==> config.mk <==
export PLATFORM = sky130hd
export DESIGN_NAME = tanh_share_sched_flat
export DESIGN_NICKNAME = d
export VERILOG_FILES = /design/src/rtl/tanh_share_sched_if.sv /design/src/rtl/tanh_share_sched.sv /design/src/flat_wrapper.sv
export SDC_FILE = /design/constraint.sdc
export NUM_CORES = 1
export LEC_CHECK = 0
export ABC_AREA = 1
export ABC_CLOCK_PERIOD_IN_PS = 4500
export BUFFER_PORTS_ARGS = -buffer_cell sky130_fd_sc_hd__buf_2
export CORE_MARGIN = 5
export CORE_UTILIZATION = 50
export DETAILED_ROUTE_END_ITERATION = 10
export GPL_TIMING_DRIVEN = 0
export PLACE_DENSITY = 0.79
export SLEW_MARGIN = 40
export SYNTH_ARGS = -nofsm -noshare
export SYNTH_HDL_FRONTEND = slang
export SYNTH_SLANG_ARGS = --single-unit
==> constraint.sdc <==
create_clock -name clk -period 4.5 [get_ports clk]
set_input_delay 0.9 -clock clk [delete_from_list [all_inputs] [get_ports clk]]
set_output_delay 0.9 -clock clk [all_outputs]
set_load 0.05 [all_outputs]
==> src/rtl/tanh_share_sched_if.sv <==
`default_nettype none
// ============================================================================
// Module   : tanh_share_sched_if
// Brief    : Request, pipeline and result signals of the shared tanh scheduler.
// Revision : 1.0 - initial release
// ============================================================================
interface tanh_share_sched_if #(
  parameter int NREQ = 4,
  parameter int ID_W = 2
);
  logic [NREQ-1:0]    req_valid;
  logic [NREQ*32-1:0] req_data;
  logic [NREQ-1:0]    req_ready;
  logic [31:0]        pipe_in;
  logic               pipe_en;
  logic [31:0]        pipe_out;
  logic               res_valid;
  logic               res_ready;
  logic [31:0]        res_data;
  logic [ID_W-1:0]    res_id;
  logic               busy;

  // Environment side: requesters, tanh pipeline and result consumer
  modport master (
    output req_valid, req_data, pipe_out, res_ready,
    input  req_ready, pipe_in, pipe_en, res_valid, res_data, res_id, busy
  );

  // Scheduler side
  modport slave (
    input  req_valid, req_data, pipe_out, res_ready,
    output req_ready, pipe_in, pipe_en, res_valid, res_data, res_id, busy
  );
endinterface
`default_nettype wire

==> src/rtl/tanh_share_sched.sv <==
`default_nettype none
// ============================================================================
// Module   : tanh_share_sched
// Brief    : Credit-controlled round-robin sharing of one tanh pipeline, with
//            requester tags tracked alongside and an in-order result FIFO.
// Revision : 1.0 - initial release
// ============================================================================
module tanh_share_sched #(
  parameter int NREQ       = 4,
  parameter int ID_W       = 2,
  parameter int LATENCY    = 4,
  parameter int FIFO_DEPTH = 8
) (
  input  logic               clk,
  input  logic               rst_n,
  tanh_share_sched_if.slave  bus
);
  localparam int c_SUM_W = ID_W + 1;
  localparam int c_CNT_W = $clog2(FIFO_DEPTH + 1);
  localparam int c_PTR_W = $clog2(FIFO_DEPTH);

  logic [ID_W-1:0]    r_rr_ptr;
  logic [LATENCY-1:0] r_tag_v;
  logic [ID_W-1:0]    r_tag_id [LATENCY];
  logic [c_CNT_W-1:0] r_inflight_cnt;
  logic [c_CNT_W-1:0] r_fifo_cnt;
  logic [c_PTR_W-1:0] r_wr_ptr;
  logic [c_PTR_W-1:0] r_rd_ptr;
  logic [31:0]        r_mem_data [FIFO_DEPTH];
  logic [ID_W-1:0]    r_mem_id   [FIFO_DEPTH];

  logic               w_found;
  logic [ID_W-1:0]    w_gid;
  logic [c_SUM_W-1:0] w_cand;
  logic [c_SUM_W-1:0] w_nxt;
  logic [c_CNT_W:0]   w_used;
  logic               w_credit;
  logic               w_issue;
  logic               w_push;
  logic               w_pop;
  logic               w_pipe_en;
  logic               w_res_valid;

  function automatic logic [c_PTR_W-1:0] ptr_inc(input logic [c_PTR_W-1:0] p);
    return (p == c_PTR_W'(FIFO_DEPTH - 1)) ? '0 : p + c_PTR_W'(1);
  endfunction

  // Search from rr_ptr upward, wrapping modulo NREQ
  always_comb begin
    w_found = 1'b0;
    w_gid   = '0;
    w_cand  = '0;
    w_nxt   = '0;
    for (int k = 0; k < NREQ; k++) begin
      w_cand = {1'b0, r_rr_ptr} + c_SUM_W'(k);
      if (w_cand >= c_SUM_W'(NREQ)) w_cand = w_cand - c_SUM_W'(NREQ);
      if (!w_found && bus.req_valid[w_cand[ID_W-1:0]]) begin
        w_found = 1'b1;
        w_gid   = w_cand[ID_W-1:0];
      end
    end
    w_nxt = {1'b0, w_gid} + c_SUM_W'(1);
    if (w_nxt >= c_SUM_W'(NREQ)) w_nxt = w_nxt - c_SUM_W'(NREQ);
  end

  assign w_used   = {1'b0, r_inflight_cnt} + {1'b0, r_fifo_cnt};
  assign w_credit = (w_used < (c_CNT_W + 1)'(FIFO_DEPTH));
  // rst_n gates the grant so req_ready is held low while reset is asserted
  assign w_issue  = rst_n & w_credit & w_found;

  assign w_push      = r_tag_v[LATENCY-1];
  assign w_res_valid = (r_fifo_cnt != '0);
  assign w_pop       = w_res_valid & bus.res_ready;
  assign w_pipe_en   = w_issue | (|r_tag_v);

  assign bus.req_ready = w_issue ? (NREQ'(1) << w_gid) : '0;
  assign bus.pipe_in   = w_issue ? bus.req_data[{w_gid, 5'd0} +: 32] : '0;
  assign bus.pipe_en   = w_pipe_en;
  assign bus.res_valid = w_res_valid;
  assign bus.res_data  = w_res_valid ? r_mem_data[r_rd_ptr] : '0;
  assign bus.res_id    = w_res_valid ? r_mem_id[r_rd_ptr]   : '0;
  assign bus.busy      = (|r_tag_v) | w_res_valid;

  always_ff @(posedge clk or negedge rst_n) begin
    if (!rst_n) begin
      r_rr_ptr       <= '0;
      r_tag_v        <= '0;
      r_inflight_cnt <= '0;
      r_fifo_cnt     <= '0;
      r_wr_ptr       <= '0;
      r_rd_ptr       <= '0;
      for (int s = 0; s < LATENCY; s++) r_tag_id[s] <= '0;
    end else begin
      if (w_issue) r_rr_ptr <= w_nxt;

      // Tags advance in lockstep with the enable-gated pipeline data regs
      if (w_pipe_en) begin
        r_tag_v     <= {r_tag_v[LATENCY-2:0], w_issue};
        r_tag_id[0] <= w_gid;
        for (int s = 1; s < LATENCY; s++) r_tag_id[s] <= r_tag_id[s-1];
      end

      case ({w_issue, w_push})
        2'b10:   r_inflight_cnt <= r_inflight_cnt + c_CNT_W'(1);
        2'b01:   r_inflight_cnt <= r_inflight_cnt - c_CNT_W'(1);
        default: r_inflight_cnt <= r_inflight_cnt;
      endcase

      case ({w_push, w_pop})
        2'b10:   r_fifo_cnt <= r_fifo_cnt + c_CNT_W'(1);
        2'b01:   r_fifo_cnt <= r_fifo_cnt - c_CNT_W'(1);
        default: r_fifo_cnt <= r_fifo_cnt;
      endcase

      if (w_push) r_wr_ptr <= ptr_inc(r_wr_ptr);
      if (w_pop)  r_rd_ptr <= ptr_inc(r_rd_ptr);
    end
  end

  always_ff @(posedge clk) begin
    if (w_push) begin
      r_mem_data[r_wr_ptr] <= bus.pipe_out;
      r_mem_id[r_wr_ptr]   <= r_tag_id[LATENCY-1];
    end
  end

endmodule
`default_nettype wire

==> src/flat_wrapper.sv <==
// flat-port wrapper written by rule: the top's interface ports become plain ports
module tanh_share_sched_flat 
#(
  parameter int NREQ       = 4,
  parameter int ID_W       = 2,
  parameter int LATENCY    = 4,
  parameter int FIFO_DEPTH = 8
)
  (clk, rst_n, bus_req_valid, bus_req_data, bus_pipe_out, bus_res_ready, bus_req_ready, bus_pipe_in, bus_pipe_en, bus_res_valid, bus_res_data, bus_res_id, bus_busy);
  tanh_share_sched_if #(.NREQ(NREQ), .ID_W(ID_W)) bus_i ();
  input  logic clk;
  input  logic rst_n;
  input wire logic [$bits(bus_i.req_valid)-1:0] bus_req_valid;
  input wire logic [$bits(bus_i.req_data)-1:0] bus_req_data;
  input wire logic [$bits(bus_i.pipe_out)-1:0] bus_pipe_out;
  input wire logic [$bits(bus_i.res_ready)-1:0] bus_res_ready;
  output wire logic [$bits(bus_i.req_ready)-1:0] bus_req_ready;
  output wire logic [$bits(bus_i.pipe_in)-1:0] bus_pipe_in;
  output wire logic [$bits(bus_i.pipe_en)-1:0] bus_pipe_en;
  output wire logic [$bits(bus_i.res_valid)-1:0] bus_res_valid;
  output wire logic [$bits(bus_i.res_data)-1:0] bus_res_data;
  output wire logic [$bits(bus_i.res_id)-1:0] bus_res_id;
  output wire logic [$bits(bus_i.busy)-1:0] bus_busy;
  assign bus_i.req_valid = bus_req_valid;
  assign bus_i.req_data = bus_req_data;
  assign bus_i.pipe_out = bus_pipe_out;
  assign bus_i.res_ready = bus_res_ready;
  assign bus_req_ready = bus_i.req_ready;
  assign bus_pipe_in = bus_i.pipe_in;
  assign bus_pipe_en = bus_i.pipe_en;
  assign bus_res_valid = bus_i.res_valid;
  assign bus_res_data = bus_i.res_data;
  assign bus_res_id = bus_i.res_id;
  assign bus_busy = bus_i.busy;
  tanh_share_sched #(.NREQ(NREQ), .ID_W(ID_W), .LATENCY(LATENCY), .FIFO_DEPTH(FIFO_DEPTH)) u_core (.clk(clk), .rst_n(rst_n), .bus(bus_i));
endmodule
* Yosys cells after proc, flatten, opt, wreduce, memory -nomap -nowiden *
Memory sizes are Yosys's and may differ from the RTL's.
Cells that the tools add are included.

operators by class
  shift operators = 2
  equality and inequality tests = 6
  add/sub/neg operators = 16
  mux-type cells = 31
  reduce and logical (&&, ||, !) cells = 10
  order comparisons = 10
  bitwise logic cells = 5

operators with widths
  kind                   count
  $shiftx A128 B8 Y32    1
  $mux W32               2
  $mux W2                10
  $pmux W4 S2            2
  $ge A3 B3 Y1 const B   4
  $lt A2 B3 Y1 const B   4
  $mux W1                10
  $sub A2 B1 Y2 const B  5
  $add A4 B1 Y4 const B  2
  $bmux W1 S2            4
  $sub A4 B1 Y4 const B  2
  $add A2 B1 Y3 const B  2
  $add A2 B2 Y3 const B  2
  $add A3 B1 Y3 const B  2
  $eq A3 B3 Y1 const B   2
  $mux W3                2
  $add A4 B4 Y5          1
  $lt A5 B4 Y1 const B   1
  $eq A2 B1 Y1 const B   2
  $eq A2 B2 Y1 const B   2
  $mux W4                1
  $reduce_bool A2 Y1     2
  $reduce_bool A4 Y1     1
  $reduce_or A4 Y1       1
  other kinds (6)        13

word-level totals
  output and inout bits = 73
  flip-flop bits (word level) = 28
  RAM bits = 272
  memories kept = 2

memory list
  name               depth  bits a word  read ports  clocked after memory_dff  wr ports  line                    source
  u_core.r_mem_data  8      32           1           0                         1         tanh_share_sched.sv:29  logic [31:0] r_mem_data [FIFO_DEPTH];
  u_core.r_mem_id    8      2            1           0                         1         tanh_share_sched.sv:30  logic [ID_W-1:0] r_mem_id [FIFO_DEPTH];

* Longest topological paths before layout *
  depth after elaboration = 17
  gate-level depth with buffers = 17
  gate-level depth less buffers = 16

* Worst setup path before layout *
OpenSTA, ideal clock, no wires.

  path type = input -> output
  from = input bus_req_valid[3]
  to = output bus_pipe_in[23]
  setup slack = 0.889 ns
  cell stages on the path = 13
  arrival time = 2.711 ns
  data required time = 3.600 ns
  path through = inv_1 -> nand2_1 -> nand3_1 -> nand2_2 -> nor2_4 -> nand3_2 -> nand2_1 -> nand2_2 -> buf_6 -> buf_6 -> nand2_1 -> nand3_1 -> a21oi_1

between the ends
  cells in the longest elaborated chain, start to end = 14
  elaborated cells on any way between the ends = 25
  those cells by class = shift: 1; mux: 17; bitwise: 1; reduce/logical: 6

ends and longest elaborated chain
  what                                                         line                                            source
  from (decl)                                                  flat_wrapper.sv:13                              input wire logic [$bits(bus_i.req_valid)-1:0] bus_req_valid;
  $bmux W1 S2                                                  tanh_share_sched.sv:57                          if (!w_found && bus.req_valid[w_cand[ID_W-1:0]]) begin
  $mux W1 (implied by the code)                                tanh_share_sched.sv:57
  $mux W1                                                      tanh_share_sched.sv:57
  $logic_not A1 Y1                                             tanh_share_sched.sv:57
  $logic_and A1 B1 Y1                                          tanh_share_sched.sv:57
  $mux W1                                                      tanh_share_sched.sv:57
  $logic_not A1 Y1                                             tanh_share_sched.sv:57
  $logic_and A1 B1 Y1                                          tanh_share_sched.sv:57
  $mux W1                                                      tanh_share_sched.sv:57
  $logic_not A1 Y1                                             tanh_share_sched.sv:57
  $logic_and A1 B1 Y1                                          tanh_share_sched.sv:57
  $mux W2 / $mux W1 (equally long branches)                    tanh_share_sched.sv:57
  $shiftx A128 B8 Y32 / $and A1 B1 Y1 (equally long branches)  tanh_share_sched.sv:77, tanh_share_sched.sv:69
  $mux W32 *                                                   tanh_share_sched.sv:77                          assign bus.pipe_in = w_issue ? bus.req_data[{w_gid, 5'd0} +: 32] : '0;
  to (decl)                                                    flat_wrapper.sv:18                              output wire logic [$bits(bus_i.pipe_in)-1:0] bus_pipe_in;

Mark *: on every way between the ends. The rest lies on a longest branch, timed or not. The select of a mux whose other input is x is not followed.

* Final worst setup path *
  from = register u_core.r_rd_ptr[0]
  to = output bus_res_data[24]

between the ends
  cells in the longest elaborated chain, start to end = 2

ends and longest elaborated chain
  what                    line                     source
  from (decl)             tanh_share_sched.sv:28   logic [c_PTR_W-1:0] r_rd_ptr;
  from (signal assigned)  tanh_share_sched.sv:116  if (w_pop) r_rd_ptr <= ptr_inc(r_rd_ptr);
  $mem_v2 Z8 W32          n/a
  $mux W32                tanh_share_sched.sv:80   assign bus.res_data = w_res_valid ? r_mem_data[r_rd_ptr] : '0;
  to (decl)               flat_wrapper.sv:21       output wire logic [$bits(bus_i.res_data)-1:0] bus_res_data;

No other way between the ends.

==> reports/summary.txt <==
Setup violators final: 0
Layout Nets: 1818
Critical Path RT: 3600 ps
Initial Util: 0.5099
DR vias/cell: 5.598
PD cells: 780.5 nW/um2
Mapped cell area: 13820 um2
Design area: 16760 um2
Number of global-route vias before repair: 11370
Leak: 6.788 nW
Drt first pass iters: 6
Die H: 176.2 um
Setup Skew: 22.11 ps
CTS Buf Count: 28
Post-synthesis cell count: 1348
Syn_area_per_cell: 10.25 um2
Post-CTS Setup Bufs: 0
Peak Freq: 235.2 MHz
Clock Sinks: 300
Hold/Removal Path Class: primary input to async pin
Die X: 176.2 um
Synth top area share: 0.5911
Register bit count reported by yosys: 300
Gpl congestion: 0.9112
Port bufs: 239
Number of synthesized flops with an enable pin: 272
Num rows: 60
RSZ-0062 raised after global routing: false
Drc violations: 0
Crit Path Max Fanout: 10
Peak supply drop: 0.6215 mV
Tot Pwr: 13.08 mW
CTS tree: done
Seq/Total Area, Yosys: 0.6418
Placed instance area: 15890 um2
Area of the multi-input gates: 4119 um2
Clock slew at reported path FFs: 60 ps
Total Routed Length: 39.12 mm
Max-Cap Viols: 0
Tightest Pin Transition: 719.8 ps
Clk_lat worst skew: 540 ps
Post-route clock period utilization: 0.9449
Area contributors post-synth: edfxtp_1 59%, o21ai_0 6.6%, nor2_1 6.3%
Final WS setup: 248.1 ps
Core Region: 27100 um2
Synth cell count leaders: 272 x edfxtp_1, 232 x nor2_1, 182 x o21ai_0, 129 x inv_1, 125 x nand2_1
Slew Viols, Final: 0
Setup TNS: 0 ps
Clock buffer depth: 3
Post-synth ARST share: 0.09333
Reg2reg setup slack: 1510 ps
Initial DRC count: 1300
Net Count, Synth: 1533
Crit start category: register
Total grt overflow: 0
Hold Fails Final Rpt: 0
Cell accounting for the most synthesized area: edfxtp_1
Cell with the most instances after synthesis: edfxtp_1
Post-layout min period: 4252 ps
Pre-CTS WS: 687.5 ps
Cts repair resizes: 0
Post-DRT Antenna Nets: 0
Netlist cell types: 33
Yosys warns: 0
Status: finished clean
Share of layout cells above drive strength 1: 0.2025
Area grow syn2layout: 21.30%
Vias: 11341
FF+latch area: 8869 um2
CTS Root Cell: clkbuf_16
Critical Path End Type: primary output
First-pass GRT wire length: 60.29 mm
Maximum number of pins on one net before global-route repair: 30
Critical Path AT: 3350 ps
Ys flop type: edfxtp_1
Initial antenna violation count: 2
N_diodes: 0
Die ar.: 31060 um2
GRT Total Usage: 0.2459
Hpwl dp: 27.99 mm
Relative slew slack: 0.5201
Hold buffers post-CTS: 0
Fill cell count: 2114
DR WL/cell: 19.31 um
Hold_ws: 388.2 ps
H-tree levels: 1
Worst setup path class: register to primary output
# IOs: 240
final timing paths:
kind                                 startpoint  cells after the start              endpoint
max reg2reg                u_core.r_fifo_cnt[1]                     13  u_core.r_fifo_cnt[3]
max in group asynchronous                 rst_n                      1    u_core.r_rd_ptr[2]
min in group clk              u_core.r_tag_v[1]                      1     u_core.r_tag_v[2]
max                          u_core.r_rd_ptr[0]                      8      bus_res_data[24]
min reg2reg                   u_core.r_tag_v[1]                      1     u_core.r_tag_v[2]
min                                       rst_n                      1    u_core.r_rr_ptr[1]
through the flow:
stage	utilization	instances
2_1_floorplan	-	1348
3_3_place_gp	0.5712	1959
3_5_place_dp	0.5864	1975
4_1_cts	0.6185	2026
5_1_grt	0.6185	2026
6_report	0.6185	2026
where the power goes:
part | internal (mW) | switching, mW | leakage, nW | total, mW
clock | 1.28 | 0.957 | 0.429 | 2.24
combinational | 1.92 | 5.43 | 3.57 | 7.35
sequential | 3.34 | 0.159 | 2.79 | 3.50
cell type report:
type | instances | area share
clock inverters | 18 | 0.007614
flip-flops and latches | 300 | 0.5291
clock buffers | 33 | 0.04419
plain buffers | 90 | 0.02359
multi-input cells | 826 | 0.2457
inverters | 132 | 0.02956
well taps | 372 | 0.02777
repair buffers | 255 | 0.09242
cell families after synthesis:
family / Yosys count / synth area share
DFF: 300 / 0.6418
adders and majority gates: 18 / 0.01684
and+or+nand+nor: 503 / 0.1576
xor gates and xnor gates: 6 / 0.003803
buffers and inverters: 222 / 0.06447
AOI/OAI and AO/OA: 299 / 0.1155
worst max-delay path: stages (launching register included):
cell      delay [ps]
dfrtp_1          430
clkbuf_1         430
clkbuf_1         450
clkbuf_1         520
nor2_1           110
nor2_1            90
o21ai_0          110
a31oi_1          340
buf_2            330
routing by layer:
metal	global-route usage	up-vias	routed length (um)
li1	-	5243	-
met1	0.2923	5265	13630
met2	0.4565	723	20390
met3	0.03319	106	3670
met4	0.08642	4	1414
met5	0	-	21
state kept, by name, indices dropped and copies added (netlist names):
| name | cells |
|---|---|
| u_core.r_fifo_cnt | 4 |
| u_core.r_inflight_cnt | 4 |
| u_core.r_mem_data | 256 |
| u_core.r_mem_id | 16 |
| u_core.r_rd_ptr | 3 |
| u_core.r_rr_ptr | 2 |
| u_core.r_tag_id | 8 |
| u_core.r_tag_v | 4 |
| u_core.r_wr_ptr | 3 |
layout by cell type, fill, tap and decap left out, types with 7 or more instances in the layout:
cell type    n
nand2_1    125
buf_16       9
o22ai_1     34
nand3b_1    34
o21ai_0    182
buf_8        7
dfrtp_1     28
clkinv_1    10
nor2_1     224
inv_1      129
nand3_1    102
ha_1        17
a31oi_1     35
nor2_4       9
edfxtp_1   272
buf_2      258
a21oi_1     42
clkbuf_1    64
clkbuf_16   29
Note: power is estimated with default switching activity, not from simulation.
